[src/rtl/hazard_forward_unit_pkg.sv]
// Shared encodings for the EX forwarding / hazard control slice.
// Forward-select codes, control modes and fixed register numbers.
package hazard_forward_unit_pkg;

    typedef enum logic [1:0] {
        FWD_REGFILE = 2'b00,
        FWD_WB      = 2'b01,
        FWD_MEM     = 2'b10
    } fwd_t;

    typedef enum logic [1:0] {
        CTL_RUN,
        CTL_HOLD,
        CTL_FLUSH,
        CTL_STALL
    } ctl_t;

    localparam logic [4:0] REG_ZERO = 5'd0;
    localparam logic [4:0] REG_RA   = 5'd31;

endpackage

[src/rtl/hazard_forward_unit_if.sv]
// Signal bundle between the pipeline datapath (master) and the hazard/forward unit (slave).
interface hazard_forward_unit_if #(
    parameter int unsigned REG_AW = 5,
    parameter int unsigned CNT_W  = 32
);
    logic [REG_AW-1:0] id_rs;
    logic [REG_AW-1:0] id_rt;
    logic              id_use_rs;
    logic              id_use_rt;
    logic [REG_AW-1:0] id_dest;
    logic              id_reg_write;
    logic              id_mem_read;
    logic              ex_branch_taken;
    logic              mem_busy;
    logic [1:0]        fwd_a;
    logic [1:0]        fwd_b;
    logic              pc_en;
    logic              ifid_en;
    logic              idex_en;
    logic              exmem_en;
    logic              memwb_en;
    logic              ifid_flush;
    logic              idex_bubble;
    logic [CNT_W-1:0]  stall_cnt;
    logic [CNT_W-1:0]  flush_cnt;

    modport master (
        output id_rs, id_rt, id_use_rs, id_use_rt, id_dest, id_reg_write, id_mem_read,
               ex_branch_taken, mem_busy,
        input  fwd_a, fwd_b, pc_en, ifid_en, idex_en, exmem_en, memwb_en,
               ifid_flush, idex_bubble, stall_cnt, flush_cnt
    );

    modport slave (
        input  id_rs, id_rt, id_use_rs, id_use_rt, id_dest, id_reg_write, id_mem_read,
               ex_branch_taken, mem_busy,
        output fwd_a, fwd_b, pc_en, ifid_en, idex_en, exmem_en, memwb_en,
               ifid_flush, idex_bubble, stall_cnt, flush_cnt
    );
endinterface

[src/rtl/hazard_forward_unit_fwd_sel.sv]
// Forwarding select for one ALU operand: MEM result beats WB data, $0 is never forwarded.
module fwd_sel
    import hazard_forward_unit_pkg::*;
#(
    parameter int unsigned REG_AW = 5
) (
    input  logic [REG_AW-1:0] src,
    input  logic              mem_wr,
    input  logic [REG_AW-1:0] mem_dest,
    input  logic              wb_wr,
    input  logic [REG_AW-1:0] wb_dest,
    output fwd_t              sel
);
    localparam logic [REG_AW-1:0] ZERO = REG_AW'(REG_ZERO);

    always_comb begin
        sel = FWD_REGFILE;
        if (mem_wr && mem_dest != ZERO && mem_dest == src)
            sel = FWD_MEM;
        else if (wb_wr && wb_dest != ZERO && wb_dest == src)
            sel = FWD_WB;
    end
endmodule

[src/rtl/hazard_forward_unit.sv]
// EX operand-forwarding control, load-use stall, branch flush and memory-busy freeze.
// Tracks dest/write-enable of EX, MEM and WB in shadow registers.
module hazard_forward_unit
    import hazard_forward_unit_pkg::*;
#(
    parameter int unsigned REG_AW = 5,
    parameter int unsigned CNT_W  = 32
) (
    input  logic                clk,
    input  logic                rst,
    hazard_forward_unit_if.slave bus
);
    localparam logic [REG_AW-1:0] ZERO = REG_AW'(REG_ZERO);

    logic [REG_AW-1:0] ex_rs, ex_rt, ex_dest, mem_dest, wb_dest;
    logic              ex_wr, ex_memrd, mem_wr, mem_memrd, wb_wr;
    logic [CNT_W-1:0]  stall_cnt, flush_cnt;
    logic              load_use;
    ctl_t              ctl;
    fwd_t              sel_a, sel_b;

    fwd_sel #(.REG_AW(REG_AW)) u_fwd_a (
        .src(ex_rs), .mem_wr(mem_wr), .mem_dest(mem_dest),
        .wb_wr(wb_wr), .wb_dest(wb_dest), .sel(sel_a)
    );

    fwd_sel #(.REG_AW(REG_AW)) u_fwd_b (
        .src(ex_rt), .mem_wr(mem_wr), .mem_dest(mem_dest),
        .wb_wr(wb_wr), .wb_dest(wb_dest), .sel(sel_b)
    );

    always_comb begin
        load_use = ex_memrd && ex_wr && ex_dest != ZERO &&
                   ((bus.id_use_rs && bus.id_rs == ex_dest) ||
                    (bus.id_use_rt && bus.id_rt == ex_dest));
        ctl = CTL_RUN;
        if (bus.mem_busy)
            ctl = CTL_HOLD;
        else if (bus.ex_branch_taken)
            ctl = CTL_FLUSH;
        else if (load_use)
            ctl = CTL_STALL;
    end

    always_comb begin
        bus.pc_en       = 1'b1;
        bus.ifid_en     = 1'b1;
        bus.idex_en     = 1'b1;
        bus.exmem_en    = 1'b1;
        bus.memwb_en    = 1'b1;
        bus.ifid_flush  = 1'b0;
        bus.idex_bubble = 1'b0;
        case (ctl)
            CTL_HOLD: begin
                bus.pc_en    = 1'b0;
                bus.ifid_en  = 1'b0;
                bus.idex_en  = 1'b0;
                bus.exmem_en = 1'b0;
                bus.memwb_en = 1'b0;
            end
            CTL_FLUSH: begin
                bus.ifid_flush  = 1'b1;
                bus.idex_bubble = 1'b1;
            end
            CTL_STALL: begin
                bus.pc_en       = 1'b0;
                bus.ifid_en     = 1'b0;
                bus.idex_bubble = 1'b1;
            end
            default: ;
        endcase
    end

    // Sources the ID instruction does not read are recorded as $0 so they can never
    // pick up a forward (keeps the load-in-MEM check free of false hits).
    always_ff @(posedge clk or posedge rst) begin
        if (rst) begin
            ex_rs     <= '0;
            ex_rt     <= '0;
            ex_dest   <= '0;
            ex_wr     <= 1'b0;
            ex_memrd  <= 1'b0;
            mem_dest  <= '0;
            mem_wr    <= 1'b0;
            mem_memrd <= 1'b0;
            wb_dest   <= '0;
            wb_wr     <= 1'b0;
        end else if (ctl != CTL_HOLD) begin
            if (ctl == CTL_FLUSH || ctl == CTL_STALL) begin
                ex_rs    <= '0;
                ex_rt    <= '0;
                ex_dest  <= '0;
                ex_wr    <= 1'b0;
                ex_memrd <= 1'b0;
            end else begin
                ex_rs    <= bus.id_use_rs ? bus.id_rs : ZERO;
                ex_rt    <= bus.id_use_rt ? bus.id_rt : ZERO;
                ex_dest  <= bus.id_dest;
                ex_wr    <= bus.id_reg_write;
                ex_memrd <= bus.id_mem_read;
            end
            mem_dest  <= ex_dest;
            mem_wr    <= ex_wr;
            mem_memrd <= ex_memrd;
            wb_dest   <= mem_dest;
            wb_wr     <= mem_wr;
        end
    end

    always_ff @(posedge clk or posedge rst) begin
        if (rst) begin
            stall_cnt <= '0;
            flush_cnt <= '0;
        end else if (ctl == CTL_FLUSH) begin
            flush_cnt <= flush_cnt + 1'b1;
        end else if (ctl == CTL_STALL) begin
            stall_cnt <= stall_cnt + 1'b1;
        end
    end

    assign bus.fwd_a     = sel_a;
    assign bus.fwd_b     = sel_b;
    assign bus.stall_cnt = stall_cnt;
    assign bus.flush_cnt = flush_cnt;

    // Load data is never ready in MEM; the load-use stall must keep this from happening.
    a_no_load_fwd_from_mem: assert property (@(posedge clk) disable iff (rst)
        !(mem_memrd && (sel_a == FWD_MEM || sel_b == FWD_MEM)));

endmodule
[src/flat_wrapper.sv]
// flat-port wrapper written by rule: the top's interface ports become plain ports
module hazard_forward_unit_flat import hazard_forward_unit_pkg::*;
#(
    parameter int unsigned REG_AW = 5,
    parameter int unsigned CNT_W  = 32
)
  (clk, rst, bus_id_rs, bus_id_rt, bus_id_use_rs, bus_id_use_rt, bus_id_dest, bus_id_reg_write, bus_id_mem_read, bus_ex_branch_taken, bus_mem_busy, bus_fwd_a, bus_fwd_b, bus_pc_en, bus_ifid_en, bus_idex_en, bus_exmem_en, bus_memwb_en, bus_ifid_flush, bus_idex_bubble, bus_stall_cnt, bus_flush_cnt);
  hazard_forward_unit_if #(.REG_AW(REG_AW), .CNT_W(CNT_W)) bus_i ();
  input  logic clk;
  input  logic rst;
  input wire logic [$bits(bus_i.id_rs)-1:0] bus_id_rs;
  input wire logic [$bits(bus_i.id_rt)-1:0] bus_id_rt;
  input wire logic [$bits(bus_i.id_use_rs)-1:0] bus_id_use_rs;
  input wire logic [$bits(bus_i.id_use_rt)-1:0] bus_id_use_rt;
  input wire logic [$bits(bus_i.id_dest)-1:0] bus_id_dest;
  input wire logic [$bits(bus_i.id_reg_write)-1:0] bus_id_reg_write;
  input wire logic [$bits(bus_i.id_mem_read)-1:0] bus_id_mem_read;
  input wire logic [$bits(bus_i.ex_branch_taken)-1:0] bus_ex_branch_taken;
  input wire logic [$bits(bus_i.mem_busy)-1:0] bus_mem_busy;
  output wire logic [$bits(bus_i.fwd_a)-1:0] bus_fwd_a;
  output wire logic [$bits(bus_i.fwd_b)-1:0] bus_fwd_b;
  output wire logic [$bits(bus_i.pc_en)-1:0] bus_pc_en;
  output wire logic [$bits(bus_i.ifid_en)-1:0] bus_ifid_en;
  output wire logic [$bits(bus_i.idex_en)-1:0] bus_idex_en;
  output wire logic [$bits(bus_i.exmem_en)-1:0] bus_exmem_en;
  output wire logic [$bits(bus_i.memwb_en)-1:0] bus_memwb_en;
  output wire logic [$bits(bus_i.ifid_flush)-1:0] bus_ifid_flush;
  output wire logic [$bits(bus_i.idex_bubble)-1:0] bus_idex_bubble;
  output wire logic [$bits(bus_i.stall_cnt)-1:0] bus_stall_cnt;
  output wire logic [$bits(bus_i.flush_cnt)-1:0] bus_flush_cnt;
  assign bus_i.id_rs = bus_id_rs;
  assign bus_i.id_rt = bus_id_rt;
  assign bus_i.id_use_rs = bus_id_use_rs;
  assign bus_i.id_use_rt = bus_id_use_rt;
  assign bus_i.id_dest = bus_id_dest;
  assign bus_i.id_reg_write = bus_id_reg_write;
  assign bus_i.id_mem_read = bus_id_mem_read;
  assign bus_i.ex_branch_taken = bus_ex_branch_taken;
  assign bus_i.mem_busy = bus_mem_busy;
  assign bus_fwd_a = bus_i.fwd_a;
  assign bus_fwd_b = bus_i.fwd_b;
  assign bus_pc_en = bus_i.pc_en;
  assign bus_ifid_en = bus_i.ifid_en;
  assign bus_idex_en = bus_i.idex_en;
  assign bus_exmem_en = bus_i.exmem_en;
  assign bus_memwb_en = bus_i.memwb_en;
  assign bus_ifid_flush = bus_i.ifid_flush;
  assign bus_idex_bubble = bus_i.idex_bubble;
  assign bus_stall_cnt = bus_i.stall_cnt;
  assign bus_flush_cnt = bus_i.flush_cnt;
  hazard_forward_unit #(.REG_AW(REG_AW), .CNT_W(CNT_W)) u_core (.clk(clk), .rst(rst), .bus(bus_i));
endmodule
[config.mk]
export PLATFORM = sky130hd
export DESIGN_NAME = hazard_forward_unit_flat
export DESIGN_NICKNAME = d
export VERILOG_FILES = /design/src/rtl/hazard_forward_unit_pkg.sv /design/src/rtl/hazard_forward_unit_if.sv /design/src/rtl/hazard_forward_unit_fwd_sel.sv /design/src/rtl/hazard_forward_unit.sv /design/src/flat_wrapper.sv
export SDC_FILE = /design/constraint.sdc
export NUM_CORES = 1
export LEC_CHECK = 0
export ABC_CLOCK_PERIOD_IN_PS = 3450
export CAP_MARGIN = 15
export CORE_UTILIZATION = 42
export CTS_CLUSTER_SIZE = 14
export DETAILED_ROUTE_END_ITERATION = 8
export PLACE_DENSITY = 0.67
export SLEW_MARGIN = 20
export SYNTH_ARGS = -nofsm -noshare
export SYNTH_HDL_FRONTEND = slang
export SYNTH_SLANG_ARGS = --single-unit
[constraint.sdc]
create_clock -name clk -period 3.45 [get_ports clk]
set_input_delay 0.345 -clock clk [delete_from_list [all_inputs] [get_ports clk]]
set_output_delay 0.345 -clock clk [all_outputs]
set_load 0.05 [all_outputs]
; After elaboration in Yosys (flattened, before gate mapping)
; Cells that the tools add are included.
[word_totals]
word_cells = 61
output_inout_bits = 75
ff_bits = 93
input_bits = 23
[classes]
bitwise_logic = 1
n_eq_ne = 10
reduce_logical = 19
n_mux = 18
n_addsub = 2
[ops]
columns = op, count
row1 = $add A32 B1 Y32 const B, 2
row2 = $eq A5 B5 Y1, 6
row3 = $mux W5, 5
row4 = $reduce_bool A5 Y1, 3
row5 = $logic_and A1 B1 Y1, 11
row6 = $mux W2, 5
row7 = $mux W1, 8
row8 = $eq A2 B2 Y1 const B, 2
row9 = $reduce_or A2 Y1, 2
row10 = $eq A2 B1 Y1 const B, 1
row11 = $logic_or A1 B1 Y1, 2
row12 = $ne A2 B1 Y1 const B, 1
row13 = $reduce_and A2 Y1, 1
row14 = $not A1 Y1, 1

; Depth between registers and ports, before layout
[depth]
depth_word = 10
ltp_mapped = 9
mapped_depth_nobuf = 7

; Modules after synthesis
; Synthesis repeated with hierarchy kept, for this count alone.
[unflattened]
hier_cells = 401
area_unflattened_um2 = 4563.1
[by_module_without_submodules]
columns = module, n_inst, area_per_inst_um2, seq_area_each_um2, cells_per_inst
row1 = hazard_forward_unit, 1, 4260.3, 2327.2, 361
row2 = fwd_sel, 2, 151.4, 0.0, 20

; Worst setup path after synthesis
; No wires, ideal clock.
[synth_timing]
kind = reg-to-output
from = register u_core.mem_dest[2]
to = output bus_fwd_b[0]
required_time_ns = 3.105
path_buffers = 0
setup_slack_ns = 0.106
arrival_ns = 2.999
stages_incl_launch_ff = 5
cell_sequence = dfrtp_1 -> xnor2_1 -> nand3_1 -> nor4_1 -> nor4_1
[synth_via]
elab_chain_len = 4
elab_cells_between_ends = 5
cone_classes = eq/ne (1) / mux (1) / reduce/logical (3)
[synth_lines]
columns = item, line_no
row1 = from (decl), hazard_forward_unit.sv:15  ; logic [REG_AW-1:0] ex_rs, ex_rt, ex_dest, mem_dest, wb_dest;
row2 = from (signal assigned), hazard_forward_unit.sv:102  ; mem_dest <= ex_dest;
row3 = $reduce_bool A5 Y1, hazard_forward_unit_fwd_sel.sv:18  ; if (mem_wr && mem_dest != ZERO && mem_dest == src)
row4 = $logic_and A1 B1 Y1, hazard_forward_unit_fwd_sel.sv:18
row5 = $logic_and A1 B1 Y1 *, hazard_forward_unit_fwd_sel.sv:18
row6 = $mux W2 *, hazard_forward_unit_fwd_sel.sv:18
row7 = to (decl), flat_wrapper.sv:21  ; output wire logic [$bits(bus_i.fwd_b)-1:0] bus_fwd_b;
; Mark *: on every way between the ends. The rest lies on a longest branch, timed or not.

; Worst setup path in the final report
[layout_timing]
from = register u_core.mem_dest[4]
to = output bus_fwd_a[0]
[layout_via]
elab_chain_len = 4
elab_cells_between_ends = 5
cone_classes = eq/ne (1) / mux (1) / reduce/logical (3)
[layout_lines]
columns = item, line_no
row1 = $reduce_bool A5 Y1, hazard_forward_unit_fwd_sel.sv:18
row2 = $logic_and A1 B1 Y1, hazard_forward_unit_fwd_sel.sv:18
row3 = $logic_and A1 B1 Y1 *, hazard_forward_unit_fwd_sel.sv:18
row4 = $mux W2 *, hazard_forward_unit_fwd_sel.sv:18
row5 = to (decl), flat_wrapper.sv:20  ; output wire logic [$bits(bus_i.fwd_a)-1:0] bus_fwd_a;
; Marked as above.

==> results.md <==
- Status: finished, final reports clean
- Initial Util: 43.1%
- Crit path DAT: 2.81 ns
- Starting DRT DRC Count: 115
- Finished Core Util: 55.5%
- CP Class: flip-flop to output pin
- Yosys top cell area share: 52.5%
- 1st-pass router iterations: 4
- Place WS: 0.685 ns
- DRC violations left: 0
- RSZ-0062 raised after global routing: no
- Max-slew violations: 0
- #FFs+latches synth: 93
- Core area: 10,300 um^2
- Via density per instance: 5.30
- Synth area leader: dfrtp_1
- Layout overhead on the synthesized area: 28.5%
- Die Y-Extent: 105 um
- CTS Sinks: 93
- P_leak: 0.00252 uW
- DIE AREA: 11,000 um^2
- Combinational power share: 19.2%
- Required @ worst endpoint: 3.11 ns
- Primary FF master, synth: dfrtp_1
- Worst Tran Pin Value: 0.715 ns
- NetSw: 743 uW
- Net Sw Frac: 31.6%
- Layout cell share with drive strength beyond 1: 8.59%
- Initial antenna violation count: 0
- Int Power: 1610 uW
- Yosys Warn Count: 0
- Seq/Total Area, Yosys: 52.5%
- Final wirelength: 9660 um
- Mean post-synth cell area: 11.5 um^2
- Worst-path fanout max: 5
- Clock tree root buffer cell: clkbuf_8
- Total Neg Setup Slack: 0 ns
- Setup crit end kind: output pin
- Final clock skew: 0.0136 ns
- Power per cell area: 412 nW/um^2
- Worst-Skew Late Latency: 0.36 ns
- R2R depth: 7
- Sequential share of power: 53.4%
- Clk pwr share: 27.4%
- Placer congestion estimate: 0.851
- Clock Path Buffers: 2
- CTS Buf Count: 9
- Setup Fix Bufs, Post-CTS: 0
- Yosys cell types: 36
- Final Hold Viols: 0
- Share of synthesized flip-flops with an asynchronous set or reset: 100%
- Worst min path class: input port to async pin
- Post-Syn Nets: 412
- Routed vias: 3,314
- Synth top area cells: dfrtp_1 52%, xnor2_1 10%, xor2_1 7.7%
- Post-synth top cells: 93 x dfrtp_1, 53 x xnor2_1, 39 x xor2_1, 26 x nand3_1, 24 x nand2_1
- CTS tree: done
- Period utilisation layout: 91.3%
- Hold Buf Count CTS: 0
- # resized after CTS: 0
- Mapped Cells: 387
- Pin count of the biggest net entering global routing: 54
- Clock transition at the registers of the reported paths: 0.10 ns
- Final setup viols: 0
- First-pass GRT wire length: 16,500 um
- Peak Freq: 0.317 GHz
- I/O pin cnt: 98
- Vias in the first global route: 3,310
- Most common cell in the netlist: dfrtp_1
- Max rail drop VDD: 0.234 mV
- Tmin final: 3.15 ns
- Overall routing resource usage: 18.9%
- Nets: 509
- Mean routed wirelength per cell: 15.5 um
- Post-route antenna net violation count: 0
- Relative slew slack: 52.3%
- Setup slack after layout: 0.299 ns
- Post-synthesis cell area: 4430 um^2
- FILL cells: 940
- Rows: 37
- Inserted Diodes: 0
- # Max-Cap Violations: 0
- DP Wirelength: 6940 um
- PortBufs: 97
- Chip width: 105 um
- Total congestion overflow: 0
- Worst setup SP type: flip-flop
- Depth of the CTS H-tree: 3
- Post-synth EDFFs: 0
worst max-delay path: stages, from the launching register on:
cell and delay, ns:
dfrtp_1 0.44, or4_1 0.52, o21ai_0 0.24, nor4_1 0.13
nor4_1 0.28, clkdlybuf4s50_1 0.84
final cells by class:
class / count / area, um^2 / share of cell area [%]
clock inverters: 5 / 37.5 / 0.659
multi-input cells: 274 / 2000 / 35.0
well taps: 136 / 170 / 2.99
repair buffers: 103 / 1020 / 18.0
flip-flops and latches: 93 / 2330 / 40.8
inverters: 3 / 12.5 / 0.220
clock buffers: 11 / 131 / 2.31
placed cells by master, fill, tap and decap left out, types with 2 or more instances in the layout:
cell             instances
clkdlybuf4s50_1         95
dfrtp_1                 93
xnor2_1                 53
xor2_1                  39
nand3_1                 26
nand2_1                 24
nand4_1                 22
nor2_1                  18
mux2_2                  14
and3_1                  12
nor3_1                  11
a32o_1                  10
nor4_1                  10
clkbuf_8                 9
a22o_1                   7
buf_4                    7
and4_1                   5
or4_1                    4
and2_1                   3
inv_1                    2
o21ai_0                  2
clkinv_2                 2
ha_1                     2
clkbuf_1                 2
clkinv_4                 2
clkinvlp_4               2
sequential cells by signal, summed over array words and instances, names as in the netlist:
signal and flops:
u_core.wb_wr 1, u_core.bus.flush_cnt 32, u_core.ex_memrd 1, u_core.ex_rs 5
u_core.mem_dest 5, u_core.wb_dest 5, u_core.bus.stall_cnt 32, u_core.ex_rt 5
u_core.ex_wr 1, u_core.ex_dest 5, u_core.mem_wr 1
kinds of logic after synthesis:
group,count (synthesis),share of synthesized area (%)
adder cells (fa/ha/maj),2,0.564
AO/OA/AOI/OAI,21,4.23
multiplexers,14,3.56
XOR/XNOR,92,18.2
AND/OR/NAND/NOR,145,18.5
flip-flops,93,52.5
buffers and inverters,20,2.48
stage by stage:
| step | power, uW | std cells | area [um^2] | hold WS, ns |
|---|---|---|---|---|
| floorplan | 1560 | 387 | 4430 | 0.473 |
| global placement | 1720 | 609 | 5530 | 0.464 |
| detailed placement | 1730 | 609 | 5530 | 0.470 |
| CTS | 2380 | 625 | 5700 | 0.411 |
| global route | 2460 | 625 | 5700 | 0.478 |
| finish | 2350 | 625 | 5700 | 0.399 |
layer usage:
metal	track usage [%]	up-vias	wire (um)
li1	-	1558	-
met1	25.5	1631	4310
met2	30.1	110	4590
met3	3.56	15	562
met4	7.44	0	196
met5	0	-	0
power by group through the flow:
stage                     registers [uW]  clock network (uW)  logic, uW
after floorplan                     1370                   0        195
after global placement              1270                   0        448
after detailed placement            1270                   0        456
after CTS                           1250                 668        457
after global routing                1270                 712        482
final                               1250                 644        452
worst paths after layout:
kind | from | slack [ns] | end
setup / recovery | u_core.mem_dest[4] | 0.30 | bus_fwd_a[0]
hold / removal | rst | 0.40 | u_core.bus.flush_cnt[24]
setup reg to reg | u_core.bus.stall_cnt[0] | 1.23 | u_core.bus.stall_cnt[26]
hold reg to reg | u_core.bus.stall_cnt[31] | 0.49 | u_core.bus.stall_cnt[31]
max in group asynchronous | rst | 2.32 | u_core.ex_rs[3]
min in group clk | u_core.bus.stall_cnt[31] | 0.49 | u_core.bus.stall_cnt[31]
No activity file was read; power rests on OpenSTA's default activity.
